==> src/rtl/mips_pkg.sv <==
// rtl/mips_pkg.sv - shared types and constants for the MIPS multiply/divide unit
package mips_pkg;

    typedef enum logic [1:0] {
        OP_MULT  = 2'd0,
        OP_MULTU = 2'd1,
        OP_DIV   = 2'd2,
        OP_DIVU  = 2'd3
    } mdu_op_t;

    typedef enum logic [1:0] {
        ST_IDLE = 2'd0,
        ST_RUN  = 2'd1,
        ST_FIX  = 2'd2,
        ST_DONE = 2'd3
    } mdu_state_t;

    localparam int MDU_ITERATIONS = 32;

endpackage

==> src/rtl/mips_mdu_step.sv <==
// rtl/mips_mdu_step.sv - one shift-add (multiply) or restoring shift-subtract (divide) iteration
module mips_mdu_step (
    input  logic        is_div_i,
    input  logic [63:0] acc_i,
    input  logic [31:0] operand_i,
    output logic [63:0] acc_o,
    output logic        q_bit_o
);

    logic [32:0] sum;
    logic [33:0] diff;

    // Divide keeps {remainder, dividend}; the freed LSB is left zero for the quotient bit.
    always_comb begin
        sum     = {1'b0, acc_i[63:32]} + (acc_i[0] ? {1'b0, operand_i} : 33'd0);
        diff    = {1'b0, acc_i[63:31]} - {2'b00, operand_i};
        q_bit_o = 1'b0;
        acc_o   = '0;
        if (is_div_i) begin
            q_bit_o = ~diff[33];
            acc_o   = {(diff[33] ? acc_i[62:31] : diff[31:0]), acc_i[30:0], 1'b0};
        end else begin
            acc_o   = {sum, acc_i[31:1]};
        end
    end

endmodule

==> src/rtl/mips_mdu_seq.sv <==
// rtl/mips_mdu_seq.sv - sequential 32-iteration MIPS multiply/divide unit with HI/LO registers
module mips_mdu_seq
    import mips_pkg::*;
(
    input  logic        clk,
    input  logic        rst_n,
    input  logic        start,
    input  mdu_op_t     op,
    input  logic [31:0] rs_val,
    input  logic [31:0] rt_val,
    input  logic        abort,
    input  logic        hi_we,
    input  logic        lo_we,
    input  logic [31:0] wdata,
    output logic        busy,
    output logic        done,
    output logic        div_by_zero,
    output logic [31:0] hi,
    output logic [31:0] lo
);

    localparam logic [4:0] LAST_ITER = 5'(MDU_ITERATIONS - 1);

    mdu_state_t  state_q;
    mdu_op_t     op_q;
    logic [4:0]  cnt_q;
    logic [63:0] acc_q;
    logic [63:0] acc_d;
    logic [31:0] opd_q;
    logic        neg_lo_q;
    logic        neg_hi_q;
    logic        dz_q;
    logic [31:0] hi_q;
    logic [31:0] lo_q;
    logic        done_q;
    logic        dbz_q;

    logic        in_signed;
    logic        in_div;
    logic        in_dz;
    logic [31:0] rs_mag;
    logic [31:0] rt_mag;
    logic [63:0] step_acc;
    logic        step_q;
    logic [63:0] prod_fix;
    logic [31:0] quo_fix;
    logic [31:0] rem_fix;

    always_comb begin
        in_signed = ~op[0];
        in_div    = op[1];
        in_dz     = in_div && (rt_val == 32'd0);
        rs_mag    = (in_signed && rs_val[31]) ? (32'd0 - rs_val) : rs_val;
        rt_mag    = (in_signed && rt_val[31]) ? (32'd0 - rt_val) : rt_val;
        acc_d     = {step_acc[63:1], step_acc[0] | step_q};
        prod_fix  = neg_lo_q ? (64'd0 - acc_q) : acc_q;
        quo_fix   = neg_lo_q ? (32'd0 - acc_q[31:0]) : acc_q[31:0];
        rem_fix   = neg_hi_q ? (32'd0 - acc_q[63:32]) : acc_q[63:32];
    end

    mips_mdu_step u_step (
        .is_div_i  (op_q[1]),
        .acc_i     (acc_q),
        .operand_i (opd_q),
        .acc_o     (step_acc),
        .q_bit_o   (step_q)
    );

    always_ff @(posedge clk or negedge rst_n) begin
        if (!rst_n) begin
            state_q  <= ST_IDLE;
            op_q     <= OP_MULT;
            cnt_q    <= '0;
            acc_q    <= '0;
            opd_q    <= '0;
            neg_lo_q <= 1'b0;
            neg_hi_q <= 1'b0;
            dz_q     <= 1'b0;
            hi_q     <= '0;
            lo_q     <= '0;
            done_q   <= 1'b0;
            dbz_q    <= 1'b0;
        end else begin
            unique case (state_q)
                ST_IDLE: begin
                    if (start) begin
                        op_q     <= op;
                        cnt_q    <= '0;
                        dz_q     <= in_dz;
                        acc_q    <= {32'd0, (in_div ? rs_mag : rt_mag)};
                        // A divide by zero reports the raw dividend, so keep it unsigned here.
                        opd_q    <= in_dz ? rs_val : (in_div ? rt_mag : rs_mag);
                        neg_lo_q <= in_signed && (rs_val[31] ^ rt_val[31]);
                        neg_hi_q <= in_signed && rs_val[31];
                        state_q  <= ST_RUN;
                    end else begin
                        if (hi_we) hi_q <= wdata;
                        if (lo_we) lo_q <= wdata;
                    end
                end
                ST_RUN: begin
                    if (dz_q) begin
                        hi_q    <= opd_q;
                        lo_q    <= 32'hFFFF_FFFF;
                        done_q  <= 1'b1;
                        dbz_q   <= 1'b1;
                        state_q <= ST_DONE;
                    end else if (abort) begin
                        state_q <= ST_IDLE;
                    end else begin
                        acc_q <= acc_d;
                        cnt_q <= cnt_q + 5'd1;
                        if (cnt_q == LAST_ITER) state_q <= ST_FIX;
                    end
                end
                ST_FIX: begin
                    if (op_q[1]) begin
                        hi_q <= rem_fix;
                        lo_q <= quo_fix;
                    end else begin
                        hi_q <= prod_fix[63:32];
                        lo_q <= prod_fix[31:0];
                    end
                    done_q  <= 1'b1;
                    state_q <= ST_DONE;
                end
                ST_DONE: begin
                    done_q  <= 1'b0;
                    dbz_q   <= 1'b0;
                    state_q <= ST_IDLE;
                end
            endcase
        end
    end

    assign busy        = (state_q != ST_IDLE);
    assign done        = done_q;
    assign div_by_zero = dbz_q;
    assign hi          = hi_q;
    assign lo          = lo_q;

endmodule
==> config.mk <==
export PLATFORM = sky130hd
export DESIGN_NAME = mips_mdu_seq
export DESIGN_NICKNAME = d
export VERILOG_FILES = /design/src/rtl/mips_pkg.sv /design/src/rtl/mips_mdu_step.sv /design/src/rtl/mips_mdu_seq.sv
export SDC_FILE = /design/constraint.sdc
export NUM_CORES = 1
export LEC_CHECK = 0
export CAP_MARGIN = 20
export CORE_ASPECT_RATIO = 1.4
export CORE_UTILIZATION = 35
export DETAILED_ROUTE_END_ITERATION = 10
export SLEW_MARGIN = 15
export SYNTH_ARGS = -nofsm -noshare
export SYNTH_HDL_FRONTEND = slang
export SYNTH_SLANG_ARGS = --single-unit
export TNS_END_PERCENT = 50
==> constraint.sdc <==
create_clock -name clk -period 7.1 [get_ports clk]
set_input_delay 1.42 -clock clk [delete_from_list [all_inputs] [get_ports clk]]
set_output_delay 1.42 -clock clk [all_outputs]
set_load 0.01 [all_outputs]
# After elaboration in Yosys (flattened, before gate mapping)

Index checks and enable logic that the tools add are counted.

Add/sub/neg operators: 8
Eq/ne operators: 12
Muxes and demuxes: 38
Bitwise gates (word level): 4
Reduce and logical (&&, ||, !) cells: 18

Operators with widths:

| cell                  | number |
|---|---|
| $mux 32               | 17 |
| $mux 64               | 5 |
| $pmux 32 s3           | 2 |
| $pmux 64 s2           | 1 |
| $sub 1x32->32 const A | 4 |
| $sub 1x64->64 const A | 1 |
| $sub 33x32->34        | 1 |
| $add 32x33->33        | 1 |
| $logic_not 32->1      | 1 |
| $mux 5                | 3 |
| $ne 2x2->1 const B    | 7 |
| $reduce_and 4->1      | 3 |
| $pmux 5 s2            | 1 |
| $mux 2                | 4 |
| $pmux 2 s4            | 1 |
| $reduce_and 2->1      | 4 |
| $reduce_bool 2->1     | 3 |
| $reduce_bool 3->1     | 2 |
| $add 5x1->5 const B   | 1 |
| $eq 5x5->1 const B    | 1 |
| $eq 2x2->1 const B    | 2 |
| $logic_and 1x1->1     | 4 |
| $ne 4x4->1 const B    | 1 |
| $pmux 1 s3            | 1 |
| 7 further kinds       | 9 |

Register bits after elaboration: 174
Input bits: 104
Output and inout port bits: 67
Word-level logic and storage cells: 92

# Depth between registers and ports, before layout

Gate-level depths: netlist (run 1).

Depth after elaboration: 7
Gate-level depth with buffers: 15
Depth with buffers taken out: 14

# Cells and area by module

Synthesis (run 1) repeated with hierarchy kept, for this count alone.

Cell total of the unflattened synthesis: 2,116
Area total of the unflattened synthesis: 16,495.8 µm²

By module, submodules not included:

| module        | times used | cells each | area each (µm²) | sequential area each (µm²) |
|---|---|---|---|---|
| mips_mdu_seq  | 1          | 1,441      | 11,730.0        | 4,329.2 |
| mips_mdu_step | 1          | 675        | 4,765.8         | 0.0 |

# Worst setup path before layout (run 1)

Ideal clock, no wire load.

Path kind: input to register
Start: input port rt_val[17]
End: register opd_q[3]
Library setup time: 0.133 ns
Data arrival time: 3.829 ns
Data required time: 6.967 ns
Path slack: 3.138 ns
Stages on the path: 9
Buffers on the path: 1
Path through: or4_4 or4b_4 nor4_4 nand2_2 or4_1 buf_6 mux2_4 a211oi_2 a21oi_1

Word-level cells in the longest chain between the ends: 3

RTL lines:

| element              | RTL line           | source |
|---|---|---|
| start, declared      | mips_mdu_seq.sv:10 | `input logic [31:0] rt_val,` |
| $logic_not 32->1     | mips_mdu_seq.sv:52 | `in_dz = in_div && (rt_val == 32'd0);` |
| $logic_and 1x1->1    | mips_mdu_seq.sv:52 |  |
| $mux 32              | mips_mdu_seq.sv:92 | `opd_q <= in_dz ? rs_val : (in_div ? rt_mag : rs_mag);` |
| end signal, assigned | mips_mdu_seq.sv:92 |  |
| end, declared        | mips_mdu_seq.sv:29 | `logic [31:0] opd_q;` |

No other way between the ends.
A chain may end at the register's enable or synchronous reset.

# Worst setup path after layout (run 1)

Start: register acc_q[0]
End: register acc_q[62]

Word-level cells in the longest chain between the ends: 6

RTL lines:

| element                | RTL line            | source |
|---|---|---|
| start, declared        | mips_mdu_seq.sv:27  | `logic [63:0] acc_q;` |
| start signal, assigned | mips_mdu_seq.sv:90  | `acc_q <= {32'd0, (in_div ? rs_mag : rt_mag)};` |
| $mux 32                | mips_mdu_step.sv:15 | `sum = {1'b0, acc_i[63:32]} + (acc_i[0] ? {1'b0, operand_i} : 33'd0);` |
| $add 32x33->33         | mips_mdu_step.sv:15 |  |
| $mux 64                | mips_mdu_step.sv:19 | `if (is_div_i) begin` |
| $mux 64                | mips_mdu_seq.sv:108 | `end else if (abort) begin` |
| $mux 64                | mips_mdu_seq.sv:102 | `if (dz_q) begin` |
| $pmux 64 s2            | mips_mdu_seq.sv:84  | `unique case (state_q)` |

No other way between the ends. The select of a mux whose other input is x is not followed.

==> flow_summary_export.csv, run 1 <==
group,metric,value,unit
global_route,grt_max_degree,85,
global_route,gr-usage-all-layers,26.48,%
die,die_w,180.4,um
drt,routedWlPerCell,22.53,um
sta,period_minus_slack,4.615,ns
critical_path,critPathLaunchType,"flop",
placement,hpwl,47120,um
cells_and_area,fillCellCount,4479,
global_route,overflow,0,
cells_and_area,final_nets,2299,
run_status,outcome,"completed",
clock_network,htreeDepth,4,
yosys,ys_types,78,
die,start_util,35.39,%
clock_network,clock_path_buffers,2,
drt,vias_per_cell,5.832,
yosys,ys_seq_elements,173,
drt,vias,15680,
clock_network,cts_resized,0,
clock_network,cts.sinks,173,
drt,routed_wl,60570,um
critical_path,worstPathArrival,4.97,ns
yosys,synth_nets,2217,
cells_and_area,final_area,0.01834,mm2
cells_and_area,fin_util,41.62,%
critical_path,r2r_setup_slack,2.49,ns
drt,postRouteAntennaNets,0,
die,die-area,0.04542,mm2
drt,drt-initial-drc-count,1218,
cells_and_area,drive_gt1_share,6.056,%
die,fp-row-count,91,
critical_path,end_kind,"flop",
cells_and_area,syn_to_final_growth,17.59,%
power,ir_drop,0.2734,mV
critical_path,cp.required,7.46,ns
power,leakage,0.007660,uW
clock_network,tritoncts,"yes",
yosys,synth-edff-count,0,
sta,setup-violations-final,0,
yosys,avgSynthCellArea,7.663,um2
die,fp.dieH,251.8,um
cells_and_area,multi_input_area,0.01050,mm2
sta,rsz0062_at_grt,"false",
sta,finalHoldViolCount,0,
clock_network,cts.reportedPaths.clkPinSlew,0.08,ns
sta,drv_slew,0,
critical_path,path_class,"flop to flop",
sta,worst_clock_skew,0.01869,ns
hold_path,hp-class,"flop to flop",
yosys,synth_flop_cell,"dfrtp_1",
global_route,antenna_found_initial,0,
yosys,synth_warnings,0,
yosys,yosysSeqAreaShare,27.76,%
global_route,grt_pass1_wl,91160,um
critical_path,crit_path_max_fanout,22,
power,p_per_area,531.0,mW/mm2
clock_network,cts_inserted_buffers,17,
clock_network,clk_latency,0.48,ns
drt,drc,0,
sta,relSlewSlack,17.35,%
sta,fmax,216.7,MHz
yosys,synth_area,0.01559,mm2
cells_and_area,antenna_cells,0,
sta,finalCritPeriodShare,65.00,%
placement,dpl_cell_area,0.01769,mm2
clock_network,cts_root_buf,"clkbuf_16",
die,num_io_pins,171,
sta,tightest_slew,1.232,ns
cells_and_area,regArea,0.004330,mm2
job,maxCapViolCount,0,
yosys,synth_cells,2035,
sta,hold_slack,0.4844,ns
sta,fin_setup_tns,0,ns
placement,place_congestion,0.9714,
placement,portBuffers,170,
clock_network,ctsHoldBuffers,0,
drt,dr.pass1.iters,7,
die,fp.coreArea,0.04406,mm2
yosys,synthArstFlopShare,100.0,%
clock_network,cts_setup_buffers,0,
global_route,grt_pass1_vias,14950,
path summary, 6_finish.rpt:
path	from	endpoint	cells after the start
max	acc_q[0]	acc_q[62]	14
min	lo[24]	lo[24]	2
max reg2reg	acc_q[0]	acc_q[62]	14
min reg2reg	lo[24]	lo[24]	2
max in group asynchronous	rst_n	op_q[1]	2
min in group asynchronous	rst_n	hi[9]	1
registers in the layout, indices dropped and copies added, names as in the netlist, named ones only:
name and cells:
acc_q 64, cnt_q 5, div_by_zero 1, done 1
dz_q 1, hi 32, lo 32, neg_hi_q 1
neg_lo_q 1, op_q 1, opd_q 32, state_q 1
cells in the final DEF, fill, tap and decap left out, types with 7 or more instances in the layout:
cell,instances
a211oi_1,57
a21boi_0,9
a21o_1,32
a21oi_1,233
a221oi_1,21
a31oi_1,15
and3_1,9
buf_4,26
clkbuf_16,17
clkdlybuf4s50_1,168
dfrtp_1,172
ha_1,73
inv_1,70
inv_6,7
mux2_2,23
mux2i_1,25
nand2_1,219
nand2b_1,19
nand3_1,38
nand4_1,10
nor2_1,239
nor2b_1,15
nor3_1,34
nor4_1,8
o211ai_1,11
o21a_1,16
o21ai_0,143
o21ai_1,11
o221ai_1,9
o31ai_1,70
o41ai_1,7
or2_2,7
or3_1,16
or4_1,10
xnor2_1,101
xor2_1,74
cells in the mapped netlist, types with 19 or more instances:
cell type / count / share of area [%]
nor3_1: 34 / 1.1
a221oi_1: 21 / 1.2
a211oi_1: 57 / 2.7
mux2i_1: 25 / 1.6
a21o_1: 32 / 1.5
ha_1: 76 / 6.1
mux2_2: 23 / 1.7
nand3_1: 38 / 1.2
nor2_1: 240 / 5.8
xnor2_1: 101 / 5.7
nand2_1: 220 / 5.3
o31ai_1: 70 / 3.4
nand2b_1: 19 / 0.76
clkbuf_1: 121 / 2.9
o21ai_0: 143 / 4.6
dfrtp_1: 173 / 28
a21oi_1: 233 / 7.5
xor2_1: 74 / 4.2
inv_1: 70 / 1.7
where the power goes:
part	total (uW)	switching (uW)	internal (uW)
clock network	1060	513	545
registers	2160	680	1480
logic	6520	3990	2530
cell families after synthesis:
| group | count (synthesis) | synth area share (%) |
|---|---|---|
| simple gates | 651 | 18.93 |
| compound gates | 703 | 28.48 |
| fa+ha+maj | 78 | 6.354 |
| mux | 51 | 3.554 |
| flops | 173 | 27.76 |
| xor+xnor | 175 | 9.828 |
| buf+inv | 204 | 5.095 |
area by class of cell:
type / count / share of cell area, %
clock inverter: 15 / 1.194
clock buffer: 17 / 2.320
timing repair buffer: 196 / 10.38
tap: 558 / 3.807
multi-input combinational: 1658 / 57.24
inverter: 71 / 1.453
sequential: 173 / 23.61
worst max-delay path: stages (launching register included):
cell and delay (ns):
dfrtp_1 0.48, inv_1 0.74, buf_4 0.33, nor2_1 0.07, ha_1 0.34, a21oi_1 0.19, o211ai_1 0.14, a2111oi_0 0.41
a21oi_1 0.25, a41o_1 0.34, o31ai_1 0.42, a21o_1 0.24, o21ai_1 0.12, xor2_1 0.15, a211o_1 0.29
per-stage QoR:
stage               total power (uW)  setup slack, ns  instances
floorplan                       6399            3.138       2035
global placement                8538            1.981       2655
detailed placement              8610            2.036       2656
CTS                             9694            2.504       2688
global route                   10470            2.103       2688
finish                          9738            2.485       2688
per-layer routing:
layer / routed length, um / up-vias / GRT usage [%] / part of all wire [%]
li1: - / 7475 / - / -
met5: 0 / - / 0 / 0
met4: 4197 / 0 / 18.32 / 6.9
met3: 3218 / 123 / 2.973 / 5.3
met2: 29200 / 587 / 44.94 / 48
met1: 23960 / 7492 / 31.38 / 40
(Power assumes the default switching activity.)
==> run 2: changes to the inputs <==
==> constraint.sdc (replaced) <==
create_clock -name clk -period 4.6 [get_ports clk]
set_input_delay 0.92 -clock clk [delete_from_list [all_inputs] [get_ports clk]]
set_output_delay 0.92 -clock clk [all_outputs]
set_load 0.01 [all_outputs]
==> flow_summary_export.csv, run 2 (synthesized netlist as in run 1, its figures left out) <==
group,metric,value,unit
drt,routedWlPerCell,22.56,um
clock_network,clk_latency,0.48,ns
drt,drt-initial-drc-count,1135,
critical_path,crit_path_max_fanout,4,
critical_path,cp.required,4.98,ns
cells_and_area,multi_input_area,0.01050,mm2
power,seq_power_share,21.0,%
sta,relSlewSlack,38.06,%
placement,hpwl,48740,um
global_route,gr-usage-all-layers,27.07,%
critical_path,end_kind,"flop",
critical_path,ff2ff_path_depth,14,
global_route,grt_pass1_wl,93440,um
clock_network,cts_root_buf,"clkbuf_16",
die,fp-row-count,91,
cells_and_area,antenna_cells,0,
clock_network,cts_setup_buffers,0,
sta,drv_slew,0,
placement,place_congestion,0.9463,
sta,finalHoldViolCount,0,
die,fp.coreArea,0.04406,mm2
clock_network,cts.reportedPaths.clkPinSlew,0.08,ns
clock_network,cts_inserted_buffers,17,
clock_network,clock_path_buffers,2,
global_route,overflow,0,
die,fp.dieH,251.8,um
drt,routed_wl,61450,um
drt,postRouteAntennaNets,0,
placement,dp.cells,2692,
job,maxCapViolCount,0,
drt,vias_per_cell,5.802,
drt,drc,0,
cells_and_area,final_nets,2335,
cells_and_area,regArea,0.004330,mm2
cells_and_area,layout_commonest_cell,"nor2_1",
die,num_io_pins,171,
sta,rsz0062_at_grt,"false",
cells_and_area,fin_cells,2724,
cells_and_area,syn_to_final_growth,19.05,%
power,p_per_area,824.9,mW/mm2
hold_path,min_from,"lo[11]",
critical_path,path_class,"flop to flop",
critical_path,worstPathArrival,4.44,ns
sta,worst_clock_skew,0.02162,ns
critical_path,critPathLaunchType,"flop",
critical_path,critPathLaunch,"acc_q[31]",
clock_network,tritoncts,"yes",
cells_and_area,largest_reg_flops,64,
clock_network,cts_resized,0,
global_route,grt_max_degree,77,
cells_and_area,regMostFlops,"acc_q",
sta,period_minus_slack,4.060,ns
sta,setup-violations-final,0,
sta,fmax,246.3,MHz
sta,tightest_slew,0.9291,ns
drt,vias,15800,
global_route,grt_pass1_vias,15300,
power,leakage,0.007812,uW
cells_and_area,layout_common_cells,"nor2_1, a21oi_1, nand2_1",
cells_and_area,fillCellCount,4465,
power,p_comb_share,69.1,%
clock_network,ctsHoldBuffers,0,
hold_path,worstHoldPathCells,2,
critical_path,r2r_start,"acc_q[31]",
power,ir_drop,0.4122,mV
power,pwr-share-clk,9.8,%
cells_and_area,drive_gt1_share,7.618,%
placement,portBuffers,170,
power,internal-power,7209,uW
power,p_switching,8104,uW
power,p_sw_share,52.92,%
sta,fin_setup_tns,0,ns
die,die_w,180.4,um
run_status,outcome,"completed",
sta,finalCritPeriodShare,88.26,%
die,die-area,0.04542,mm2
hold_path,hp-class,"flop to flop",
clock_network,cts.sinks,173,
die,start_util,35.39,%
drt,dr.pass1.iters,5,
global_route,antenna_found_initial,0,
clock_network,htreeDepth,4,
## run 2: cell types whose count changed in the layout (fill, tap and decap cells not counted), sizes merged
cell,previous run,this run
inv,77,76
buf,28,64
clkinvlp,0,2
bufinv,2,1
clkinv,7,5
clkbuf,17,19
## run 2: per-layer routing
layer	share of wire, %	global-route usage, %	vias up
li1	-	-	7572
met1	40	31.78	7551
met2	49	46.88	559
met3	4.2	2.829	122
met4	6.8	17.85	0
met5	0	0	-
## run 2: critical path, stage by stage, from the launching register on
cell and delay, ns:
dfrtp_1 0.43, inv_1 0.13, ha_1 0.24, inv_1 0.08, fa_1 0.24, a211oi_1 0.13
o211ai_1 0.27, nand2_1 0.14, a211oi_1 0.60, a31oi_1 0.24, o31ai_1 0.55, a211oi_1 0.23
xor2_1 0.20, a221o_1 0.36, a21oi_1 0.16
## run 2: layout make-up
class	count	area share [%]
clock buffers	19	2.386
clock inverters	13	0.8087
inverters	71	1.436
multi-input cells	1658	56.55
flip-flops and latches	173	23.33
well taps	558	3.761
repair buffers	232	11.73
## run 2: final timing paths
| check | end | slack [ns] |
|---|---|---|
| min in group asynchronous | hi[19] | 0.50 |
| worst max register to register | acc_q[60] | 0.54 |
| worst min register to register | lo[11] | 0.48 |
| worst max-delay path | acc_q[60] | 0.54 |
| max in group asynchronous | opd_q[8] | 3.11 |
| worst min-delay path | lo[11] | 0.48 |
## run 2: per-stage QoR
stage          power (uW)  instance area (um2)  hold WS, ns  setup WS [ns]  utilization (%)
2_1_floorplan        9877                15600       0.4645          1.063                -
4_1_cts             15220                18570       0.4844         0.5142            42.13
3_3_place_gp        13550                17970       0.4635         0.4403            40.79
6_report            15310                18570       0.4807         0.5401            42.13
5_1_grt             16420                18570       0.5028         0.3138            42.13
3_5_place_dp        13660                17970       0.4696         0.4166            40.79
## run 2: power by group through the flow
stage                     clock network, uW  logic (uW)  registers, uW
after global placement                    0       10300           3200
final                                  1510       10600           3220
after detailed placement                  0       10400           3220
after global routing                   1590       11500           3310
after floorplan                           0        6880           2990
after CTS                              1530       10500           3190
==> run 3: changes to the inputs <==
--- a/config.mk
+++ b/config.mk
@@ -7,8 +7,10 @@
 export LEC_CHECK = 0
 export CAP_MARGIN = 20
 export CORE_ASPECT_RATIO = 1.4
-export CORE_UTILIZATION = 35
+export CORE_UTILIZATION = 55
 export DETAILED_ROUTE_END_ITERATION = 10
+export GPL_TIMING_DRIVEN = 0
+export PLACE_DENSITY = 0.78
 export SLEW_MARGIN = 15
 export SYNTH_ARGS = -nofsm -noshare
 export SYNTH_HDL_FRONTEND = slang
==> constraint.sdc (replaced) <==
create_clock -name clk -period 4.6 [get_ports clk]
set_input_delay 1.15 -clock clk [delete_from_list [all_inputs] [get_ports clk]]
set_output_delay 1.15 -clock clk [all_outputs]
set_load 0.01 [all_outputs]
==> flow_summary_export.csv, run 3 (synthesized netlist as in run 1, its figures left out) <==
group,metric,value,unit
clock_network,clk_latency,0.47,ns
global_route,grt_max_degree,99,
clock_network,cts.reportedPaths.clkPinSlew,0.08,ns
critical_path,end_kind,"flop",
sta,period_minus_slack,4.412,ns
global_route,gr-usage-all-layers,47.74,%
cells_and_area,syn_to_final_growth,18.22,%
critical_path,crit_end,"opd_q[13]",
sta,finalHoldViolCount,0,
clock_network,cts_root_buf,"clkbuf_16",
drt,routed_wl,67750,um
cells_and_area,largest_reg_flops,64,
drt,dr.pass1.iters,9,
critical_path,r2r_start,"acc_q[0]",
clock_network,tritoncts,"yes",
critical_path,cp.required,4.92,ns
drt,vias_per_cell,6.646,
cells_and_area,final_nets,2409,
cells_and_area,regMostFlops,"acc_q",
hold_path,hp-class,"input pin to asynchronous set/reset pin",
global_route,antenna_found_initial,2,
cells_and_area,layout_common_cells,"nor2_1, a21oi_1, nand2_1",
job,maxCapViolCount,0,
power,ir_drop,0.3791,mV
die,start_util,56.20,%
sta,fmax,226.7,MHz
clock_network,cts.sinks,173,
clock_network,cts_inserted_buffers,17,
clock_network,htreeDepth,4,
critical_path,critPathTopFamily,"simple AND/OR/NAND/NOR gates",
critical_path,path_buf_inv,4,
placement,hpwl,53480,um
clock_network,ctsHoldBuffers,0,
critical_path,crit_chain,"clkdlybuf4s50_1, or3_1, nor3b_2, and3_1, clkbuf_1, nand2_2, or4_1, buf_6, buf_6, nor2_1, nor2_1, a211oi_1, a21oi_1",
critical_path,worstPathArrival,4.74,ns
sta,relSlewSlack,11.65,%
power,total_power,15770,uW
die,fp-row-count,72,
drt,drt-initial-drc-count,1673,
sta,drv_slew,0,
die,fp.dieH,201.2,um
global_route,grt_pass1_wl,101000,um
cells_and_area,drive_gt1_share,5.226,%
critical_path,crit_path_max_fanout,10,
cells_and_area,layout_commonest_cell,"nor2_1",
drt,drc,0,
critical_path,critPathLaunchType,"input pin",
sta,hold_slack,0.4471,ns
run_status,outcome,"completed",
global_route,overflow,0,
placement,place_congestion,1.092,
critical_path,r2r_setup_slack,0.32,ns
die,die_w,144.3,um
drt,postRouteAntennaNets,0,
global_route,grt_pass1_vias,16970,
power,leakage,0.007723,uW
die,fp.coreArea,0.02775,mm2
critical_path,critPathLaunch,"rt_val[3]",
sta,fin_setup_tns,0,ns
sta,tightest_slew,1.325,ns
clock_network,clock_path_buffers,2,
sta,finalCritPeriodShare,95.91,%
sta,setup-violations-final,0,
placement,portBuffers,168,
critical_path,path_class,"input pin to flop",
critical_path,crit_cells,13,
drt,vias,17350,
critical_path,slowest_stage,"a211oi_1",
critical_path,critPathMaxStageDelay,0.61,ns
die,die-area,0.02904,mm2
sta,rsz0062_at_grt,"false",
drt,routedWlPerCell,25.96,um
critical_path,rr_endpoint,"acc_q[62]",
critical_path,ff2ff_path_depth,14,
die,num_io_pins,171,
power,p_per_area,855.5,mW/mm2
sta,worst_clock_skew,0.01382,ns
-- run 3: metal layers --
layer	GRT usage (%)	share of wire [%]	vias to the layer above
li1	-	-	7733
met1	50.92	34	8112
met2	75.48	46	1141
met3	12.02	9.2	357
met4	45.83	11	2
met5	0	0.019	-
-- run 3: final cells by class --
cell class              count  area [um2]
multi-input cells        1658       10510
well taps                 370       462.9
flip-flops and latches    173        4329
clock inverters            13       135.1
fillers                  2457        9310
repair buffers            173        1765
plain buffers             133       531.8
diodes                      1       2.502
clock buffers              18       429.2
inverters                  71       266.5
-- run 3: power by group --
| group | leakage (uW) | switching (uW) | internal, uW |
|---|---|---|---|
| logic | 0.00537 | 6940 | 4010 |
| registers | 0.00208 | 1090 | 2280 |
| clock network | 0.000272 | 703 | 756 |
| total | 0.00772 | 8730 | 7040 |
-- run 3: timing repair --
action / in CTS / in global routing
endpoints found under the setup margin: 0 / 21
gates resized for setup: 0 / 15
setup buffers: 0 / 0
-- run 3: worst min-delay path by stage --
stage                     slack [ns]     start  depth (start not counted)  endpoint
after floorplan                 0.46  cnt_q[1]                          2  cnt_q[1]
after global placement          0.46     lo[6]                          2     lo[6]
after detailed placement        0.47    lo[18]                          2    lo[18]
after CTS                       0.44     rst_n                          1  opd_q[9]
after global routing            0.44     rst_n                          1  opd_q[9]
final                           0.45     rst_n                          1  opd_q[9]
-- run 3: per-stage QoR --
stage | cells | util (%) | cell area [um2] | worst slack, ns
finish | 2610 | 66.45 | 18440 | 0.1882
global route | 2610 | 66.45 | 18440 | 0.07095
CTS | 2608 | 66.23 | 18380 | 0.003211
detailed placement | 2577 | 64.20 | 17810 | -0.2684
global placement | 2573 | 63.93 | 17740 | -5.037
floorplan | 2035 | - | 15600 | 0.9079
